`config.mk`:
```
export PLATFORM = sky130hd
export DESIGN_NAME = alu_muldiv
export DESIGN_NICKNAME = d
export VERILOG_FILES = /design/src/rtl/alu_muldiv.sv
export SDC_FILE = /design/constraint.sdc
export NUM_CORES = 1
export LEC_CHECK = 0
export CAP_MARGIN = 25
export CORE_AREA = 2 2 242 244
export CTS_BUF_LIST = sky130_fd_sc_hd__clkbuf_16
export CTS_CLUSTER_DIAMETER = 40
export DETAILED_ROUTE_END_ITERATION = 8
export DIE_AREA = 0 0 244 246
export HOLD_SLACK_MARGIN = 0.05
export MAX_ROUTING_LAYER = met4
export PLACE_DENSITY_LB_ADDON = 0.05
export SLEW_MARGIN = 15
export SYNTH_ARGS = -nofsm -noshare
export SYNTH_HDL_FRONTEND = slang
export SYNTH_SLANG_ARGS = --single-unit
```
`constraint.sdc`:
```
create_clock -name clk_i -period 6.5 [get_ports clk_i]
set_input_delay 0.975 -clock clk_i [delete_from_list [all_inputs] [get_ports clk_i]]
set_output_delay 0.975 -clock clk_i [all_outputs]
set_load 0.01 [all_outputs]
```
`src/rtl/alu_muldiv.sv`:
```
// alu_muldiv: iterative RV32M-style multiply/divide unit with valid/ready handshake
//   clk_i         clock, rising edge
//   rst_ni        asynchronous active-low reset
//   kill_i        synchronous abort of the in-flight operation
//   in_valid_i    operands/funct3_i valid; in_ready_o unit can accept
//   funct3_i      0 MUL 1 MULH 2 MULHSU 3 MULHU 4 DIV 5 DIVU 6 REM 7 REMU
//   op1_i, op2_i  rs1 (multiplicand/dividend), rs2 (multiplier/divisor)
//   out_valid_o   result_o valid; out_ready_i consumer accepts
//   busy_o        operation in flight or result pending
module alu_muldiv #(
  parameter int DATA_WIDTH = 32,
  parameter int CNT_WIDTH  = $clog2(DATA_WIDTH) + 1
) (
  input  logic                  clk_i,
  input  logic                  rst_ni,
  input  logic                  kill_i,
  input  logic                  in_valid_i,
  output logic                  in_ready_o,
  input  logic [2:0]            funct3_i,
  input  logic [DATA_WIDTH-1:0] op1_i,
  input  logic [DATA_WIDTH-1:0] op2_i,
  output logic                  out_valid_o,
  input  logic                  out_ready_i,
  output logic [DATA_WIDTH-1:0] result_o,
  output logic                  busy_o
);
  localparam int W = DATA_WIDTH;
  typedef enum logic [1:0] {IDLE, CALC, DONE} state_e;
  state_e state_q, state_d;
  logic [2:0] op_q, op_d;
  logic [W-1:0] b_q, b_d, lo_q, lo_d, acc_q, acc_d, res_q, res_d;
  logic [CNT_WIDTH-1:0] cnt_q, cnt_d;
  logic neg_q, neg_d, rneg_q, rneg_d;
  logic accept, s1, s2, dz, ovf, nob, is_div;
  logic [W-1:0] m1, m2, spec_res, step_acc, step_lo, quo_s, rem_s, fin;
  logic [W:0] msum, dshift;
  logic [W+1:0] ddiff;
  logic [2*W-1:0] prod, prod_s;
  assign in_ready_o  = (state_q == IDLE) & ~kill_i;
  assign out_valid_o = state_q == DONE;
  assign busy_o      = state_q != IDLE;
  assign result_o    = res_q;
  assign accept      = in_valid_i & in_ready_o;
  // operand signedness: MULH/DIV/REM both, MULHSU rs1 only
  assign s1 = op1_i[W-1] & ((funct3_i == 3'd1) | (funct3_i == 3'd2) | (funct3_i[2] & ~funct3_i[0]));
  assign s2 = op2_i[W-1] & ((funct3_i == 3'd1) | (funct3_i[2] & ~funct3_i[0]));
  assign m1 = s1 ? -op1_i : op1_i;
  assign m2 = s2 ? -op2_i : op2_i;
  assign dz  = funct3_i[2] & (op2_i == '0);
  assign ovf = funct3_i[2] & ~funct3_i[0] & (op1_i == {1'b1, {(W-1){1'b0}}}) & (&op2_i);
  assign spec_res = funct3_i[1] ? (dz ? op1_i : '0) : (dz ? '1 : op1_i);
  // multiply step: {acc,lo} is the 2W product register, multiplier shifts out of lo
  assign msum = {1'b0, acc_q} + (lo_q[0] ? {1'b0, b_q} : '0);
  // divide step: shift next dividend bit into the W+1 bit partial remainder, trial subtract
  assign dshift = {acc_q, lo_q[W-1]};
  assign ddiff  = {1'b0, dshift} - {2'b0, b_q};
  assign nob    = ~ddiff[W+1];
  assign is_div = op_q[2];
  assign step_acc = is_div ? (nob ? ddiff[W-1:0] : dshift[W-1:0]) : msum[W:1];
  assign step_lo  = is_div ? {lo_q[W-2:0], nob} : {msum[0], lo_q[W-1:1]};
  assign prod   = {step_acc, step_lo};
  assign prod_s = neg_q ? -prod : prod;
  assign quo_s  = neg_q ? -step_lo : step_lo;
  assign rem_s  = rneg_q ? -step_acc : step_acc;
  assign fin = is_div ? (op_q[1] ? rem_s : quo_s) : ((op_q == 3'd0) ? prod_s[W-1:0] : prod_s[2*W-1:W]);
  always_comb begin
    state_d = state_q;
    op_d    = op_q;
    b_d     = b_q;
    lo_d    = lo_q;
    acc_d   = acc_q;
    cnt_d   = cnt_q;
    res_d   = res_q;
    neg_d   = neg_q;
    rneg_d  = rneg_q;
    if (kill_i && state_q != IDLE) begin
      state_d = IDLE;
    end else if (state_q == IDLE && accept) begin
      op_d    = funct3_i;
      neg_d   = s1 ^ s2;
      rneg_d  = s1;
      acc_d   = '0;
      cnt_d   = CNT_WIDTH'(W);
      b_d     = funct3_i[2] ? m2 : m1;
      lo_d    = funct3_i[2] ? m1 : m2;
      state_d = (dz | ovf) ? DONE : CALC;
      res_d   = (dz | ovf) ? spec_res : res_q;
    end else if (state_q == CALC) begin
      acc_d = step_acc;
      lo_d  = step_lo;
      cnt_d = cnt_q - CNT_WIDTH'(1);
      if (cnt_q == CNT_WIDTH'(1)) begin
        res_d   = fin;
        state_d = DONE;
      end
    end else if (state_q == DONE && out_ready_i) begin
      state_d = IDLE;
    end
  end
  always_ff @(posedge clk_i or negedge rst_ni) begin
    if (!rst_ni) begin
      state_q <= IDLE;
      op_q    <= '0;
      b_q     <= '0;
      lo_q    <= '0;
      acc_q   <= '0;
      cnt_q   <= '0;
      res_q   <= '0;
      neg_q   <= 1'b0;
      rneg_q  <= 1'b0;
    end else begin
      state_q <= state_d;
      op_q    <= op_d;
      b_q     <= b_d;
      lo_q    <= lo_d;
      acc_q   <= acc_d;
      cnt_q   <= cnt_d;
      res_q   <= res_d;
      neg_q   <= neg_d;
      rneg_q  <= rneg_d;
    end
  end
endmodule
```
==> results by group, run 1 <==
Status
  • Outcome: finished, final reports clean

STA
  • Post-Route Skew: 0.01766 ns
  • Final-report hold violation count: 0
  • Rel. slew slack: 30.73%
  • Part of the cycle the worst path needs: about nine tenths
  • Final Hold Slack: 0.4171 ns
  • Setup repair after global routing missed its margin: no
  • Fmax: roughly 170 MHz
  • Clock period minus worst slack: 5.805 ns
  • Slew Limit Fails: 0
  • Final setup TNS: 0 ns
  • Transition at the pin with the smallest max-transition slack: 1.028 ns
  • Final setup vio count: 0

Yosys
  • Xor/xnor cell area share of the yosys netlist: 9.404%
  • Most area-consuming cells after synthesis: sky130_fd_sc_hd__dfrtp_1, sky130_fd_sc_hd__nand2_1, sky130_fd_sc_hd__o21ai_0
  • Warning count from the yosys run: 0
  • Syn avg cell area: 7.353 sq um
  • Number of standard cells after synthesis: roughly 2,200
  • Number of enable-type register cells in the synthesized netlist: 0
  • Part of the Yosys area used for sequential elements: a little over a fifth
  • Number of register bits inferred by synthesis: ~140
  • Cell accounting for the most synthesized area: sky130_fd_sc_hd__dfrtp_1
  • Synthesized net count: around 2,400
  • Adder-cell share of the synthesized area: under 10%
  • Post-synthesis compound-gate area fraction: about 30%
  • Mux contribution to synthesized area: approximately 4%
  • Dominant combinational cell family by area after synthesis: compound AO/OA/AOI/OAI gates
  • Count of different cell masters after synthesis: 107
  • Post-synthesis cell area: ~16,000 sq um
  • Area fraction in and, or, nand and nor cells after synthesis: about 24%
  • Ys async rst share: 100.0%
  • Share of Yosys cell area claimed by the top area cell type: between 20% and 30%
  • Top FF cell, synth: sky130_fd_sc_hd__dfrtp_1

Placed design
  • Count of input and output buffers: 106
  • Instance area after placement: 18,340 sq um
  • Detailed Place HPWL: roughly 64,000 um
  • Placed Cells incl. Taps: 3,022
  • Final weighted congestion of routability-driven global placement: 0.9373

Worst hold path
  • Worst hold path class: in -> async

GRT
  • Global routing usage on met1: 36.62%
  • Met3 global-route usage: 2.102%
  • Maximum number of pins on one net before global-route repair: 100
  • First-pass GRT wire length: 117,900 um
  • Most utilized layer in the global route result: met2
  • Global-route usage over all layers: 27.52%
  • Vias in the first global route: about 17,000
  • Met2 usage in global routing: 44.44%
  • Number of antenna violations at the first check in global routing: 3
  • Grt total ovfl: 0

Drt
  • Routed wire per std cell: 26.72 um
  • Detailed-router iteration count before antenna repair: 8
  • First-iteration detailed-routing DRC count: 1,679
  • Vias/cell: slightly below 6
  • Number of vias after detailed routing: 17,620
  • DRC violations left: 0
  • Sum of routed wire length over all layers: 81,620 um
  • Remaining antenna violation count: 0

Critical path
  • Kind of critical path: reg -> reg
  • Type of destination of the critical path: flip-flop
  • CP peak stage delay: 0.55 ns
  • Family with the most delay on the worst path: compound AO/OA/AOI/OAI gates
  • Startpoint of the lowest-slack register-to-register path: b_q[4]
  • Required time of the critical path: 6.85 ns
  • Arr. time, crit path: 6.15 ns
  • Crit path cell chain: inv_1 > ha_1 > a21o_1 > a31oi_1 > a21oi_2 > o31a_1 > nor2_2 > buf_4 > nand2_1 > o21ai_0 > ha_1 > nand3_1 > nor2_1 > nand3_1 > or3_1 > nor3_1 > nand3_1 > o41ai_1 > xor2_1 > a221oi_1 > o32a_1
  • Slowest-stage cell, CP: sky130_fd_sc_hd__or3_1
  • Critical path fanouts, max: 7
  • WP buf/inv: 2
  • Worst reg2reg setup slack: about 0.70 ns
  • Most frequent CP cell: sky130_fd_sc_hd__nand3_1
  • Capturing point of the worst reg2reg path: result_o[22]
  • Number of cells traversed by the worst register-to-register path: 21
  • Worst Setup Start Kind: flip-flop

Clock tree
  • Clk Tree Root Cell: sky130_fd_sc_hd__clkbuf_16
  • TritonCTS clock tree: done
  • Post-CTS setup buffer count: 0
  • Longest Clk Path Bufs: 2
  • Number of clock buffers inserted by TritonCTS: 17
  • Clk slew on worst S/H paths: 0.07 ns
  • CTS hold repair buffers: 0
  • CTS H-tree depth: 4
  • Clk_lat worst skew: 0.47 ns
  • Post-CTS Resized: 0
  • Number of clock sinks: 141

Final layout
  • Fin util: 33.01%
  • Post-route design area: 18,940 sq um
  • Antenna cells: 0
  • Area added between synthesis and finish: 14.98%
  • Layout cells sized above 1: 6.946%
  • Most common cell after layout, fill and taps aside: sky130_fd_sc_hd__nand2_1
  • Highest-count cells in the layout ignoring fill and taps: sky130_fd_sc_hd__nand2_1, sky130_fd_sc_hd__o21ai_0, sky130_fd_sc_hd__nor2_1
  • Post-route insts no fill: 3,054
  • Fin nets: around 2,400

Power
  • Leakage power summed over all cells: 7.542 nW
  • Worst vdd ir: 197.7 uV
  • Power per cell area: 381.5 nW/um^2

Floorplan
  • Initial cell density of the core: 28.71%
  • Io pins: 107
  • Standard-cell row count: 88
  • Die ar.: between 60,000 and 70,000 sq um
  • DIE WIDTH: between 200 and 250 um
  • Core Box Area: ~57,000 sq um
  • Vertical die dimension: 246 um

Flow run
  • Max Cap Violations: 0
[worst max-delay path by stage]
| stage | from | end | cells after the start |
|---|---|---|---|
| floorplan | op_q[2] | result_o[20] | 22 |
| global placement | acc_q[29] | result_o[22] | 20 |
| detailed placement | acc_q[29] | result_o[22] | 20 |
| CTS | acc_q[29] | result_o[22] | 20 |
| global route | b_q[8] | result_o[18] | 22 |
| finish | b_q[4] | result_o[22] | 21 |
[stage by stage]
stage	total power, mW	worst slack, ns
final	7.224	0.6953
after detailed placement	6.092	0.8154
after global placement	6.107	0.8597
after global routing	7.635	0.2523
after CTS	7.188	0.7762
after floorplan	4.299	0.9506
[state kept, by name, summed over array words and instances (netlist names)]
| register | cells |
|---|---|
| b_q | 32 |
| rneg_q | 1 |
| op_q | 3 |
| state_q | 2 |
| acc_q | 32 |
| neg_q | 1 |
| lo_q | 32 |
| result_o | 32 |
| cnt_q | 6 |
[cell usage after synthesis, drive strengths merged, types with 41 or more instances]
cell type	number
nand3	42
inv	73
mux2i	50
and2	47
nor3	59
clkbuf	100
o21ai	223
nor2	196
nand2	285
a21oi	195
o211ai	42
xor2	71
ha	71
buf	41
xnor2	105
dfrtp	141
[worst register-to-register path: stages (launching register included)]
cell	delay (ns)
sky130_fd_sc_hd__dfrtp_1	0.38
sky130_fd_sc_hd__inv_1	0.06
sky130_fd_sc_hd__ha_1	0.36
sky130_fd_sc_hd__a21o_1	0.23
sky130_fd_sc_hd__a31oi_1	0.49
sky130_fd_sc_hd__a21oi_2	0.23
sky130_fd_sc_hd__o31a_1	0.33
sky130_fd_sc_hd__nor2_2	0.10
sky130_fd_sc_hd__buf_4	0.20
sky130_fd_sc_hd__nand2_1	0.07
sky130_fd_sc_hd__o21ai_0	0.15
sky130_fd_sc_hd__ha_1	0.28
sky130_fd_sc_hd__nand3_1	0.13
sky130_fd_sc_hd__nor2_1	0.32
sky130_fd_sc_hd__nand3_1	0.14
sky130_fd_sc_hd__or3_1	0.55
sky130_fd_sc_hd__nor3_1	0.21
sky130_fd_sc_hd__nand3_1	0.24
sky130_fd_sc_hd__o41ai_1	0.41
sky130_fd_sc_hd__xor2_1	0.27
sky130_fd_sc_hd__a221oi_1	0.15
sky130_fd_sc_hd__o32a_1	0.36
[cells by family (layout without fill, tap and decap cells)]
logic type | after synthesis | in the layout
AOI/OAI and AO/OA | 760 | 760
xor gates and xnor gates | 176 | 176
adders and majority gates | 73 | 73
buffers and inverters | 216 | 265
DFF | 141 | 141
muxes | 63 | 63
and+or+nand+nor | 811 | 811
[layout make-up]
class	count	area [sq um]
Fill cell	6252	38430
Multi-Input combinational cell	1883	12100
Sequential cell	141	3532
Timing Repair Buffer	158	1475
Tap cell	765	957.2
Clock buffer	17	425.4
Inverter	75	281.5
Clock inverter	15	168.9
[routing by layer]
metal | routed length, um | vias up
met1 | 37610 | 8725
met5 | 0 | -
met4 | 2429 | 0
met2 | 38070 | 554
met3 | 3501 | 83
li1 | - | 8259
[power by group]
group	leakage (nW)	internal, mW	switching [mW]
clock network	0.293	0.602	0.458
logic	5.47	1.68	3.03
registers	1.78	1.14	0.314
total	7.54	3.43	3.80
Note: power is estimated with default switching activity, not from simulation.
==> run 2, diff against run 1 <==
- ABC_AREA: unset -> 1
- CORE_AREA: 2 2 242 244 -> 2 2 254 256
- DIE_AREA: 0 0 244 246 -> 0 0 256 258
- PLACE_DENSITY: unset -> 0.43
- PLACE_DENSITY_LB_ADDON: 0.05 -> unset
==> run 2 against run 1 <==
Against the previous run: via count is 21% higher; hold slack improved by 0.027 ns; critical path depth is 6 higher; critical endpoint is now result_o[24].
==> results by group, run 2 <==
Status
  • Outcome: finished, final reports clean (unchanged)

Yosys
  • Top FF cell, synth: sky130_fd_sc_hd__dfrtp_1 (unchanged)
  • Count of different cell masters after synthesis: 59 (was 107)
  • Post-synthesis cell area: 18,140 sq um (was 16,470 sq um)
  • Number of register bits inferred by synthesis: 141 (unchanged)
  • Number of enable-type register cells in the synthesized netlist: 0 (unchanged)
  • Syn avg cell area: 5.858 sq um (was 7.353 sq um)
  • Ys async rst share: 100.0% (unchanged)
  • Cell accounting for the most synthesized area: sky130_fd_sc_hd__dfrtp_1 (unchanged)
  • Part of the Yosys area used for sequential elements: 19.45% (was 21.42%)
  • Share of Yosys cell area claimed by the top area cell type: 19.45% (was 21.42%)
  • Number of standard cells after synthesis: 3,096 (was 2,240)
  • Warning count from the yosys run: 0 (unchanged)
  • Synth top cells by count: sky130_fd_sc_hd__nand2_1, sky130_fd_sc_hd__inv_1, sky130_fd_sc_hd__nor2_1 (was sky130_fd_sc_hd__nand2_1, sky130_fd_sc_hd__o21ai_0, sky130_fd_sc_hd__nor2_1)
  • Most used standard cell by instance count after synthesis: sky130_fd_sc_hd__nand2_1 (unchanged)
  • Most area-consuming cells after synthesis: sky130_fd_sc_hd__dfrtp_1, sky130_fd_sc_hd__nand2_1, sky130_fd_sc_hd__inv_1 (was sky130_fd_sc_hd__dfrtp_1, sky130_fd_sc_hd__nand2_1, sky130_fd_sc_hd__o21ai_0)
  • Synthesized net count: 3,241 (was 2,385)

Floorplan
  • Standard-cell row count: 93 (was 88)
  • Core Box Area: 63,650 sq um (was 57,370 sq um)
  • Io pins: 107 (unchanged)
  • Initial cell density of the core: 28.49% (was 28.71%)
  • Vertical die dimension: 258 um (was 246 um)
  • Die ar.: 66,050 sq um (was 60,020 sq um)
  • DIE WIDTH: 256 um (was 244 um)

Final layout
  • Most common cell after layout, fill and taps aside: sky130_fd_sc_hd__nand2_1 (unchanged)
  • Filler cell count in the final layout: 7,214 (was 6,252)
  • Layout cells sized above 1: 7.159% (was 6.946%)
  • Antenna cells: 0 (unchanged)
  • Highest-count cells in the layout ignoring fill and taps: sky130_fd_sc_hd__nand2_1, sky130_fd_sc_hd__inv_1, sky130_fd_sc_hd__nor2_1 (was sky130_fd_sc_hd__nand2_1, sky130_fd_sc_hd__o21ai_0, sky130_fd_sc_hd__nor2_1)
  • Fin nets: 3,289 (was 2,421)
  • Area added between synthesis and finish: 14.37% (was 14.98%)

GRT
  • Met3 global-route usage: 4.309% (was 2.102%)
  • Most utilized layer in the global route result: met2 (unchanged)
  • First-pass GRT wire length: 138,500 um (was 117,900 um)
  • Maximum number of pins on one net before global-route repair: 87 (was 100)
  • Number of antenna violations at the first check in global routing: 2 (was 3)
  • Global routing usage on met1: 37.23% (was 36.62%)
  • Met2 usage in global routing: 47.11% (was 44.44%)
  • Vias in the first global route: 20,210 (was 16,990)
  • Grt total ovfl: 0 (unchanged)
  • Global-route usage over all layers: 29.13% (was 27.52%)

Clock tree
  • Post-CTS Resized: 0 (unchanged)
  • Clk_lat worst skew: 0.52 ns (was 0.47 ns)
  • TritonCTS clock tree: done (unchanged)
  • Clk Tree Root Cell: sky130_fd_sc_hd__clkbuf_16 (unchanged)
  • Post-CTS setup buffer count: 0 (unchanged)
  • Number of clock sinks: 141 (unchanged)
  • CTS hold repair buffers: 0 (unchanged)
  • CTS H-tree depth: 4 (unchanged)
  • Clk slew on worst S/H paths: 0.08 ns (was 0.07 ns)
  • Number of clock buffers inserted by TritonCTS: 17 (unchanged)
  • Longest Clk Path Bufs: 2 (unchanged)

Flow run
  • Max Cap Violations: 0 (unchanged)

STA
  • Clock period minus worst slack: 5.415 ns (was 5.805 ns)
  • Final Hold Slack: 0.4436 ns (was 0.4171 ns)
  • Final setup TNS: 0 ns (unchanged)
  • Final-report hold violation count: 0 (unchanged)
  • Setup WS post-layout: 1.085 ns (was 0.6953 ns)
  • Fmax: 184.7 MHz (was 172.3 MHz)
  • Part of the cycle the worst path needs: 83.31% (was 89.30%)
  • Transition at the pin with the smallest max-transition slack: 1.046 ns (was 1.028 ns)
  • Rel. slew slack: 29.54% (was 30.73%)
  • Setup repair after global routing missed its margin: no (unchanged)
  • Final setup vio count: 0 (unchanged)
  • Post-Route Skew: 0.01848 ns (was 0.01766 ns)
  • Slew Limit Fails: 0 (unchanged)

Drt
  • DRC violations left: 0 (unchanged)
  • First-iteration detailed-routing DRC count: 1,943 (was 1,679)
  • Number of vias after detailed routing: 21,310 (was 17,620)
  • Remaining antenna violation count: 0 (unchanged)
  • Detailed-router iteration count before antenna repair: 8 (unchanged)
  • Routed wire per std cell: 23.64 um (was 26.72 um)
  • Sum of routed wire length over all layers: 94,830 um (was 81,620 um)
  • Vias/cell: 5.310 (was 5.770)

Critical path
  • Worst Setup Start Kind: flip-flop (unchanged)
  • Required time of the critical path: 6.90 ns (was 6.85 ns)
  • Arr. time, crit path: 5.81 ns (was 6.15 ns)
  • Startpoint of the lowest-slack register-to-register path: b_q[7] (was b_q[4])
  • Critical path fanouts, max: 18 (was 7)
  • Worst reg2reg setup slack: 1.09 ns (was 0.70 ns)
  • Kind of critical path: reg -> reg (unchanged)
  • Capturing point of the worst reg2reg path: result_o[24] (was result_o[22])
  • Type of destination of the critical path: flip-flop (unchanged)
  • Number of cells traversed by the worst register-to-register path: 27 (was 21)

Placed design
  • Detailed Place HPWL: 76,470 um (was 63,930 um)
  • Final weighted congestion of routability-driven global placement: 1.012 (was 0.9373)
  • Worst Setup Slack post-DPL: 1.222 ns (was 0.8154 ns)
  • Count of input and output buffers: 106 (unchanged)

Worst hold path
  • Worst hold path class: in -> async (unchanged)
-- run 2: layer usage --
layer	routed length, um	vias up
met5	0	-
met4	3088	0
met3	5768	120
met2	44190	810
met1	41780	10180
li1	-	10190
-- run 2: how the worst max path moves through the flow --
| stage | startpoint | end | slack [ns] | cells past startpoint |
|---|---|---|---|---|
| 2_1_floorplan | acc_q[1] | result_o[18] | 2.92 | 30 |
| 3_3_place_gp | b_q[7] | result_o[18] | 1.20 | 31 |
| 3_5_place_dp | b_q[7] | result_o[18] | 1.22 | 31 |
| 4_1_cts | b_q[7] | result_o[18] | 1.17 | 31 |
| 5_1_grt | b_q[7] | result_o[18] | 0.72 | 31 |
| 6_report | b_q[7] | result_o[24] | 1.09 | 27 |
-- run 2: cells by family after synthesis --
family                     after synthesis  share of synthesized area, %
adders and majority gates               73                         5.119
buffers and inverters                  575                         12.43
AOI/OAI and AO/OA                      576                         18.84
DFF                                    141                         19.45
xor gates and xnor gates               103                         4.974
and+or+nand+nor                       1628                         39.19
-- run 2: layout make-up --
type / count / area [sq um] / area share, %
multi-input cells: 2380 / 12380 / 59.69
flip-flops and latches: 141 / 3533 / 17.03
inverters: 459 / 1725 / 8.318
repair buffers: 145 / 1408 / 6.786
well taps: 855 / 1070 / 5.157
clock buffers: 17 / 425.4 / 2.051
clock inverters: 15 / 200.2 / 0.9651
-- run 2: worst max-delay path, cell delays in order (launching register included) --
cell and delay, ns:
sky130_fd_sc_hd__dfrtp_1 0.40, sky130_fd_sc_hd__inv_1 0.13, sky130_fd_sc_hd__ha_1 0.40, sky130_fd_sc_hd__nand2_2 0.16, sky130_fd_sc_hd__inv_2 0.04, sky130_fd_sc_hd__nand2_1 0.06, sky130_fd_sc_hd__nand2_1 0.10, sky130_fd_sc_hd__inv_2 0.10
sky130_fd_sc_hd__nand3_4 0.13, sky130_fd_sc_hd__nand2_2 0.10, sky130_fd_sc_hd__nand2_2 0.07, sky130_fd_sc_hd__nand2_2 0.37, sky130_fd_sc_hd__nand3_2 0.38, sky130_fd_sc_hd__o21ai_2 0.30, sky130_fd_sc_hd__ha_1 0.27, sky130_fd_sc_hd__nand3_1 0.11
sky130_fd_sc_hd__nor2_2 0.16, sky130_fd_sc_hd__nand3_2 0.14, sky130_fd_sc_hd__nor2_4 0.14, sky130_fd_sc_hd__nand4_1 0.13, sky130_fd_sc_hd__nor2_2 0.15, sky130_fd_sc_hd__nand4_1 0.17, sky130_fd_sc_hd__o21ai_0 0.62, sky130_fd_sc_hd__a21oi_1 0.15
sky130_fd_sc_hd__o21bai_1 0.18, sky130_fd_sc_hd__nand3_1 0.15, sky130_fd_sc_hd__nand2_1 0.11, sky130_fd_sc_hd__inv_1 0.04
-- run 2: stage by stage --
stage               cell area [sq um]  utilization (%)  std cells
finish                          20740            32.59       4012
global route                    20740            32.59       4012
CTS                             20710            32.55       4011
detailed placement              20090            31.56       3979
global placement                20060            31.52       3978
floorplan                       18140                -       3096
Power of run 2 is left out: the tool's default activity adds up to more than one toggle a clock period on the data nets, which glitch-free logic cannot reach.
